## config.mk

```make
export PLATFORM = sky130hd
export DESIGN_NAME = gate_bist
export DESIGN_NICKNAME = d
export VERILOG_FILES = /design/src/rtl/gate_bist_pkg.sv /design/src/rtl/gate_bist_settle_timer.sv /design/src/rtl/gate_bist.sv
export SDC_FILE = /design/constraint.sdc
export NUM_CORES = 1
export LEC_CHECK = 0
export ABC_AREA = 1
export CAP_MARGIN = 30
export CELL_PAD_IN_SITES_DETAIL_PLACEMENT = 0
export CELL_PAD_IN_SITES_GLOBAL_PLACEMENT = 1
export CORE_ASPECT_RATIO = 1.2
export CORE_MARGIN = 2
export CORE_UTILIZATION = 34
export CTS_CLUSTER_DIAMETER = 40
export DETAILED_ROUTE_END_ITERATION = 16
export PLACE_DENSITY = 0.82
export SKIP_CTS_REPAIR_TIMING = 1
export SLEW_MARGIN = 5
export SYNTH_ARGS = -nofsm -noshare
export SYNTH_HDL_FRONTEND = slang
export SYNTH_HIERARCHICAL = 1
export SYNTH_SLANG_ARGS = --single-unit
```

## constraint.sdc

```tcl
create_clock -name clk -period 1.4 [get_ports clk]
set_input_delay 0.35 -clock clk [delete_from_list [all_inputs] [get_ports clk]]
set_output_delay 0.35 -clock clk [all_outputs]
set_load 0.03 [all_outputs]
```

## src/rtl/gate_bist_pkg.sv

```systemverilog
// Shared types and truth-table constants for the 2-input gate BIST.
// Optional fail logging in gate_bist is enabled with GATE_BIST_ERRLOG_EN.
package gate_bist_pkg;

   typedef enum logic [1:0] {
      ST_IDLE   = 2'd0,
      ST_SETTLE = 2'd1,
      ST_CHECK  = 2'd2,
      ST_DONE   = 2'd3
   } state_e;

   // Truth tables are indexed by {a,b}; bit 3 is the a=1,b=1 response.
   localparam logic [3:0] TT_AND  = 4'b1000;
   localparam logic [3:0] TT_OR   = 4'b1110;
   localparam logic [3:0] TT_NAND = 4'b0111;
   localparam logic [3:0] TT_NOR  = 4'b0001;
   localparam logic [3:0] TT_XOR  = 4'b0110;

   localparam int SETTLE_MAX = 15;

   function automatic logic expected_y(input logic [3:0] tt, input logic [1:0] vec);
      return tt[vec];
   endfunction

endpackage

```

## src/rtl/gate_bist_settle_timer.sv

```systemverilog
// Loadable down-counter that flags the last cycle of a settle window.
// Loading SETTLE_CYCLES yields exactly SETTLE_CYCLES cycles of run before expiry.
module settle_timer
   import gate_bist_pkg::*;
#(
   parameter int SETTLE_CYCLES = 2
) (
   input  logic clk,
   input  logic rst_n,
   input  logic load,
   input  logic run,
   output logic expired
);

   localparam logic [3:0] LOAD_VALUE = 4'(SETTLE_CYCLES);

   logic [3:0] count;

   always_ff @(posedge clk or negedge rst_n) begin
      if (!rst_n) begin
         count <= 4'd0;
      end else if (load) begin
         count <= LOAD_VALUE;
      end else if (run && (count != 4'd0)) begin
         count <= count - 4'd1;
      end
   end

   // Expiry is flagged in the final held cycle so the FSM leaves on the next edge.
   assign expired = run && (count == 4'd1);

endmodule

```

## src/rtl/gate_bist.sv

```systemverilog
// Built-in self test for a 2-input gate: sweeps {a,b} = 00..11 and counts mismatches.
// Define GATE_BIST_ERRLOG_EN to add fail_vec/fail_valid first-failure logging.
module gate_bist
   import gate_bist_pkg::*;
#(
   parameter logic [3:0] TRUTH_TABLE   = TT_NAND,
   parameter int         SETTLE_CYCLES = 2
) (
   input  logic       clk,
   input  logic       rst_n,
   input  logic       start,
   input  logic       gate_y,
   output logic       gate_a,
   output logic       gate_b,
   output logic       busy,
   output logic       done,
   output logic       pass,
   output logic [2:0] err_count
`ifdef GATE_BIST_ERRLOG_EN
   ,
   output logic [1:0] fail_vec,
   output logic       fail_valid
`endif
);

   localparam logic [1:0] IDLE   = ST_IDLE;
   localparam logic [1:0] SETTLE = ST_SETTLE;
   localparam logic [1:0] CHECK  = ST_CHECK;
   localparam logic [1:0] DONE   = ST_DONE;

   logic [1:0] state;
   logic [1:0] vec;
   logic       mismatch;
   logic [2:0] err_next;
   logic       timer_load;
   logic       timer_run;
   logic       settle_expired;

   // X or Z on gate_y must count as a failure, hence the case inequality.
   assign mismatch   = (gate_y !== expected_y(TRUTH_TABLE, vec));
   assign err_next   = err_count + {2'b00, mismatch};
   assign timer_load = ((state == IDLE) && start) || ((state == CHECK) && (vec != 2'd3));
   assign timer_run  = (state == SETTLE);

   settle_timer #(
      .SETTLE_CYCLES(SETTLE_CYCLES)
   ) u_settle_timer (
      .clk     (clk),
      .rst_n   (rst_n),
      .load    (timer_load),
      .run     (timer_run),
      .expired (settle_expired)
   );

   always_ff @(posedge clk or negedge rst_n) begin
      if (!rst_n) begin
         state     <= IDLE;
         vec       <= 2'd0;
         gate_a    <= 1'b0;
         gate_b    <= 1'b0;
         busy      <= 1'b0;
         done      <= 1'b0;
         pass      <= 1'b0;
         err_count <= 3'd0;
      end else begin
         done <= 1'b0;
         case (state)
            IDLE: begin
               if (start) begin
                  vec       <= 2'd0;
                  gate_a    <= 1'b0;
                  gate_b    <= 1'b0;
                  err_count <= 3'd0;
                  pass      <= 1'b0;
                  busy      <= 1'b1;
                  state     <= SETTLE;
               end
            end
            SETTLE: begin
               if (settle_expired) begin
                  state <= CHECK;
               end
            end
            CHECK: begin
               err_count <= err_next;
               if (vec == 2'd3) begin
                  gate_a <= 1'b0;
                  gate_b <= 1'b0;
                  busy   <= 1'b0;
                  done   <= 1'b1;
                  pass   <= (err_next == 3'd0);
                  state  <= DONE;
               end else begin
                  vec              <= vec + 2'd1;
                  {gate_a, gate_b} <= vec + 2'd1;
                  state            <= SETTLE;
               end
            end
            default: begin
               state <= IDLE;
            end
         endcase
      end
   end

`ifdef GATE_BIST_ERRLOG_EN
   // Only the first mismatching vector of a sweep is kept.
   always_ff @(posedge clk or negedge rst_n) begin
      if (!rst_n) begin
         fail_vec   <= 2'd0;
         fail_valid <= 1'b0;
      end else if ((state == IDLE) && start) begin
         fail_vec   <= 2'd0;
         fail_valid <= 1'b0;
      end else if ((state == CHECK) && mismatch && !fail_valid) begin
         fail_vec   <= vec;
         fail_valid <= 1'b1;
      end
   end
`endif

endmodule
```

== Word level (Yosys, flattened, before mapping) ==
Index checks and enable logic that the tools add are counted.
Operators by class
  magnitude comparators: 1
  $add $sub $neg: 3
  reductions and logical operators: 14
  equal/unequal tests: 10
  muxes and demuxes: 25
Operators with widths (count)
  $mux W2: 5
  $mux W1: 9
  $mux W4: 2
  $ne A2 B2 Y1 const B: 4
  $pmux W1 S2: 4
  $pmux W2 S3: 1
  $pmux W3 S2: 1
  $reduce_and A3 Y1: 2
  $eq A2 B2 Y1 const B: 2
  $eq A4 B1 Y1 const B: 1
  $logic_and A1 B1 Y1: 4
  $pmux W2 S2: 1
  $reduce_and A2 Y1: 2
  $reduce_bool A2 Y1: 2
  $reduce_bool A4 Y1: 1
  $sub A4 B1 Y4 const B: 1
  $add A3 B1 Y3: 1
  $logic_not A3 Y1: 1
  $lt A2 B3 Y1 const B: 1
  $mux W3: 1
  $add A2 B1 Y2 const B: 1
  $bmux W1 S2: 1
  $eq A2 B1 Y1 const B: 1
  $logic_not A2 Y1: 1
  3 further kinds: 3
Word-level totals
  input port bits: 4
  register bits: 16
  output and inout bits: 8
  logic and storage cells: 62

== Depth between registers and ports, before layout ==
  depth after elaboration: 7
  gate-level depth with buffers: 10
  depth with buffers taken out: 10

== Modules after synthesis ==
The synthesis kept the hierarchy.
Modules (own cells, without submodules)
  gate_bist: area each 591.8 um2, seq. area each 300.3 um2, cells an instance 73, times used 1
  settle_timer: area each 262.8 um2, seq. area each 100.1 um2, cells an instance 35, times used 1

== Worst setup path after synthesis ==
No wires, ideal clock.
  kind: flip-flop to flip-flop
  start: register vec[0]
  end: register pass
  clock period less this slack: 1.586 ns
  setup time: 0.065 ns
  arrival: 1.521 ns
  cell stages (with the launch flop): 10
  buffers on the path: 0
  data required time: 1.335 ns
  slack: -0.186 ns
  path through: dfrtp_1 -> ha_1 -> xnor2_1 -> ha_1 -> ha_1 -> nor2_1 -> nand2_2 -> nor2_2 -> nand2_1 -> nand2_1
Between the ends
  longest elaborated chain between the ends: 7
  elaborated cells on any way between the ends: 10
  those cells by class: 1 x add/sub; 3 x eq/ne; 4 x mux; 2 x reduce/logical
Ends and longest elaborated chain
  start, declared: line gate_bist.sv:32  | logic [1:0] vec;
  start signal, assigned: line gate_bist.sv:94  | vec <= vec + 2'd1;
  $bmux W1 S2: line gate_bist_pkg.sv:22  | return tt[vec];
  $mux W1 (implied by the code): line gate_bist_pkg.sv:22
  $nex A1 B1 Y1: line gate_bist.sv:40  | assign mismatch = (gate_y !== expected_y(TRUTH_TABLE, vec));
  $add A3 B1 Y3: line gate_bist.sv:41  | assign err_next = err_count + {2'b00, mismatch};
  $logic_not A3 Y1: line gate_bist.sv:91  | pass <= (err_next == 3'd0);
  $mux W1: line gate_bist.sv:86  | if (vec == 2'd3) begin
  $pmux W1 S2: line gate_bist.sv:67  | case (state)
  end signal, assigned: line gate_bist.sv:91
  end, declared: line gate_bist.sv:17  | output logic pass,
Several ways; a longest one is shown, not always the timed one. The select of a mux whose other input is x is not followed.
A chain may end at the register's enable or synchronous reset.

== Final worst setup path ==
Same ends and word-level chain as after synthesis.

==> results.md <==
* Worst-path cell chain: ha_4 -> xnor2_2 -> ha_2 -> ha_4 -> nor2_4 -> nand2_2 -> nor2_2 -> nand2_1 -> nand2_1
* Diode count at 0
* Clk slew on worst S/H paths at approximately 0.10 ns
* Synth Instances at around 110
* Peak VDD IR at about 0.95 mV
* Placed inst area at 0.00108 mm²
* Final WS setup at -0.133 ns
* Routed vias/inst at about 4.5
* First-pass GRT wire length at around 2900 µm
* Critical path class: flop to flop
* CTS tree: done
* Status: finished, violations left
* Cell variety after synth at 18
* Core area at 0.00233 mm²
* Iter 0 DRT Violations at 4
* Reg-to-Reg Start: vec[0]
* R2r setup slk at -0.13 ns
* Initial antenna violation count at 0
* CP Max Fanout at 2
* Reg2reg path depth at 9
* Worst Setup SP: vec[0]
* Post-synthesis sequential element count at 16
* Leakage power at approximately 0.00070 µW
* Sequential cell area fraction in the yosys report at 46.9%
* Initial core utilization at a little under two fifths
* Minimum clock period at 1.53 ns
* H-tree levels at 1
* RSZ-0062 raised after global routing: true
* Clk root buf: clkbuf_4
* Max stage delay on crit path at 0.42 ns
* Period utilization at 109%
* Rows at 19
* Mapped Area at around 850 µm²
* Final Instance Area at around 0.0012 mm²
* # IOs at 12
* Post-Route Utilization at between 50% and 60%
* CP endpoint kind: flop
* Setup crit end: pass
* Fillers at between 200 and 250
* Failing checks: setup timing
* Register area at around 400 µm²
* Critical path arrival at approximately 1.8 ns
* Maximum capacitance violations at 0
* DP HPWL at between 1000 and 1500 µm
* Worst-skew pair later-pin latency at 0.29 ns
* Area occupied by multi-input gates at around 480 µm²
* Mapped Avg Cell Area at between 7 and 8 µm²
* Startpoint Class: flop
* DRC Markers at 0
* Total power at roughly 2000 µW
* Final #Nets at between 100 and 150
* Critical path buffers and inverters at 0
* Max Slew Vio Count at 0
* Die X-Extent at about 50 µm
* Total Wirelength at 1650 µm
* Syn-to-layout area delta at 39.4%
* Pwr Density at between 1500 and 2000 mW/mm²
* Final setup TNS at -0.199 ns
* Largest net degree at the start of global routing at 17
* Clock buffer depth at 2
* Tightest Pin Transition at roughly 0.32 ns
* Clock skew at just over 0.009 ns
* DR pass1 iterations at 2
* Die span in y at between 50 and 60 µm
* R2R Path End: pass
* Hold Violations, Final at 0
* Routed WL per cell at ~10 µm
* Clock Sinks at 16
* Vias in the first global route at about 710
* Syn Nets at 118
* Warnings, synthesis at 6
* Crit-path leading delay family: adder cells
* Via count at roughly 730
* Final ANT Viol Nets at 0
* Critical Path RT at around 1.6 ns
* GP Congestion at 0.731
* Total CTS buffers at 3
* Number of buffers inserted by port buffering at 11
* WP depth at 9
* Crit-path slowest cell: dfrtp_1
* Slew HR at between 70% and 80%
* Worst hold path class: primary input to asynchronous set/reset pin
* GRT Total Usage at about an eighth
* Max Fclk at roughly 650 MHz
* Endpoints failing setup at 2
* Global route total overflow at 0
* Die ar. at between 0.002 and 0.003 mm²
* Share of layout cells above drive strength 1 at 31.8%
area by class of cell:
type / count / share of cell area (%)
clock buffers: 4 / 3.05
inverters: 14 / 4.83
multi-input cells: 78 / 39.9
flip-flops and latches: 16 / 33.6
well taps: 31 / 3.26
repair buffers: 20 / 15.3
logic make-up after synthesis:
| group | Yosys count | share of synthesized area (%) |
|---|---|---|
| adder cells (fa/ha/maj) | 6 | 8.78 |
| flip-flops | 16 | 46.9 |
| buffers and inverters | 14 | 6.15 |
| AO/OA/AOI/OAI | 6 | 4.25 |
| XOR/XNOR | 2 | 2.05 |
| AND/OR/NAND/NOR | 64 | 31.9 |
per-stage QoR:
stage	hold WS (ns)	cells	setup WS [ns]
2_1_floorplan	0.0544	108	-0.0957
3_3_place_gp	0.455	158	-0.356
3_5_place_dp	0.461	158	-0.371
4_1_cts	0.374	162	-0.278
5_1_grt	0.379	163	-0.215
6_report	0.374	163	-0.133
cell usage in the layout (no fill, tap or decap):
cell type / synthesis / final
a21oi_2: 1 / 2
buf_4: 0 / 12
clkbuf_4: 0 / 3
clkbuf_8: 0 / 1
clkdlybuf4s50_1: 0 / 3
dfrtp_1: 16 / 16
dlymetal6s2s_1: 0 / 5
ha_1: 6 / 3
ha_2: 0 / 1
ha_4: 0 / 2
inv_1: 13 / 10
inv_2: 1 / 2
inv_4: 0 / 2
nand2_1: 43 / 37
nand2_2: 3 / 8
nand2_4: 0 / 1
nand3_1: 6 / 5
nand3_2: 0 / 1
nand4_1: 1 / 1
nor2_1: 7 / 5
nor2_2: 3 / 4
nor2_4: 1 / 2
o21ai_0: 2 / 1
o21ai_1: 1 / 2
o21bai_1: 1 / 1
xnor2_2: 0 / 1
xor2_1: 1 / 1
sequential cells by signal, indices dropped and copies added (netlist names):
signal,count
gate_a,1
gate_b,1
u_settle_timer/count,4
done,1
pass,1
vec,2
err_count,3
state,2
busy,1
synth_stat cells, drive strengths merged:
master / instances / share of area, %
a21oi: 2 / 1.6
dfrtp: 16 / 47
ha: 6 / 8.8
inv: 14 / 6.1
nand2: 46 / 21
nand3: 6 / 3.5
nand4: 1 / 0.73
nor2: 11 / 6.6
o21ai: 3 / 1.8
o21bai: 1 / 0.88
xnor2: 1 / 1.0
xor2: 1 / 1.0
layer usage:
layer  global-route usage (%)  up-vias  wire [µm]
li1                         -      379          -
met1                     14.8      338        712
met2                     22.5        7        870
met3                     3.30        2         50
met4                     7.14        0         13
met5                        0        -          0
how the worst min path moves through the flow:
| stage | to | slack, ns |
|---|---|---|
| 5_1_grt | err_count[2] | 0.38 |
| 6_report | err_count[2] | 0.37 |
| 2_1_floorplan | busy | 0.05 |
| 3_3_place_gp | busy | 0.46 |
| 3_5_place_dp | gate_b | 0.46 |
| 4_1_cts | err_count[2] | 0.37 |
power by group:
group	internal [µW]	switching, µW	total [µW]
logic	399	576	975
clock network	158	150	308
registers	598	130	728
Note: power is estimated with default switching activity, not from simulation.
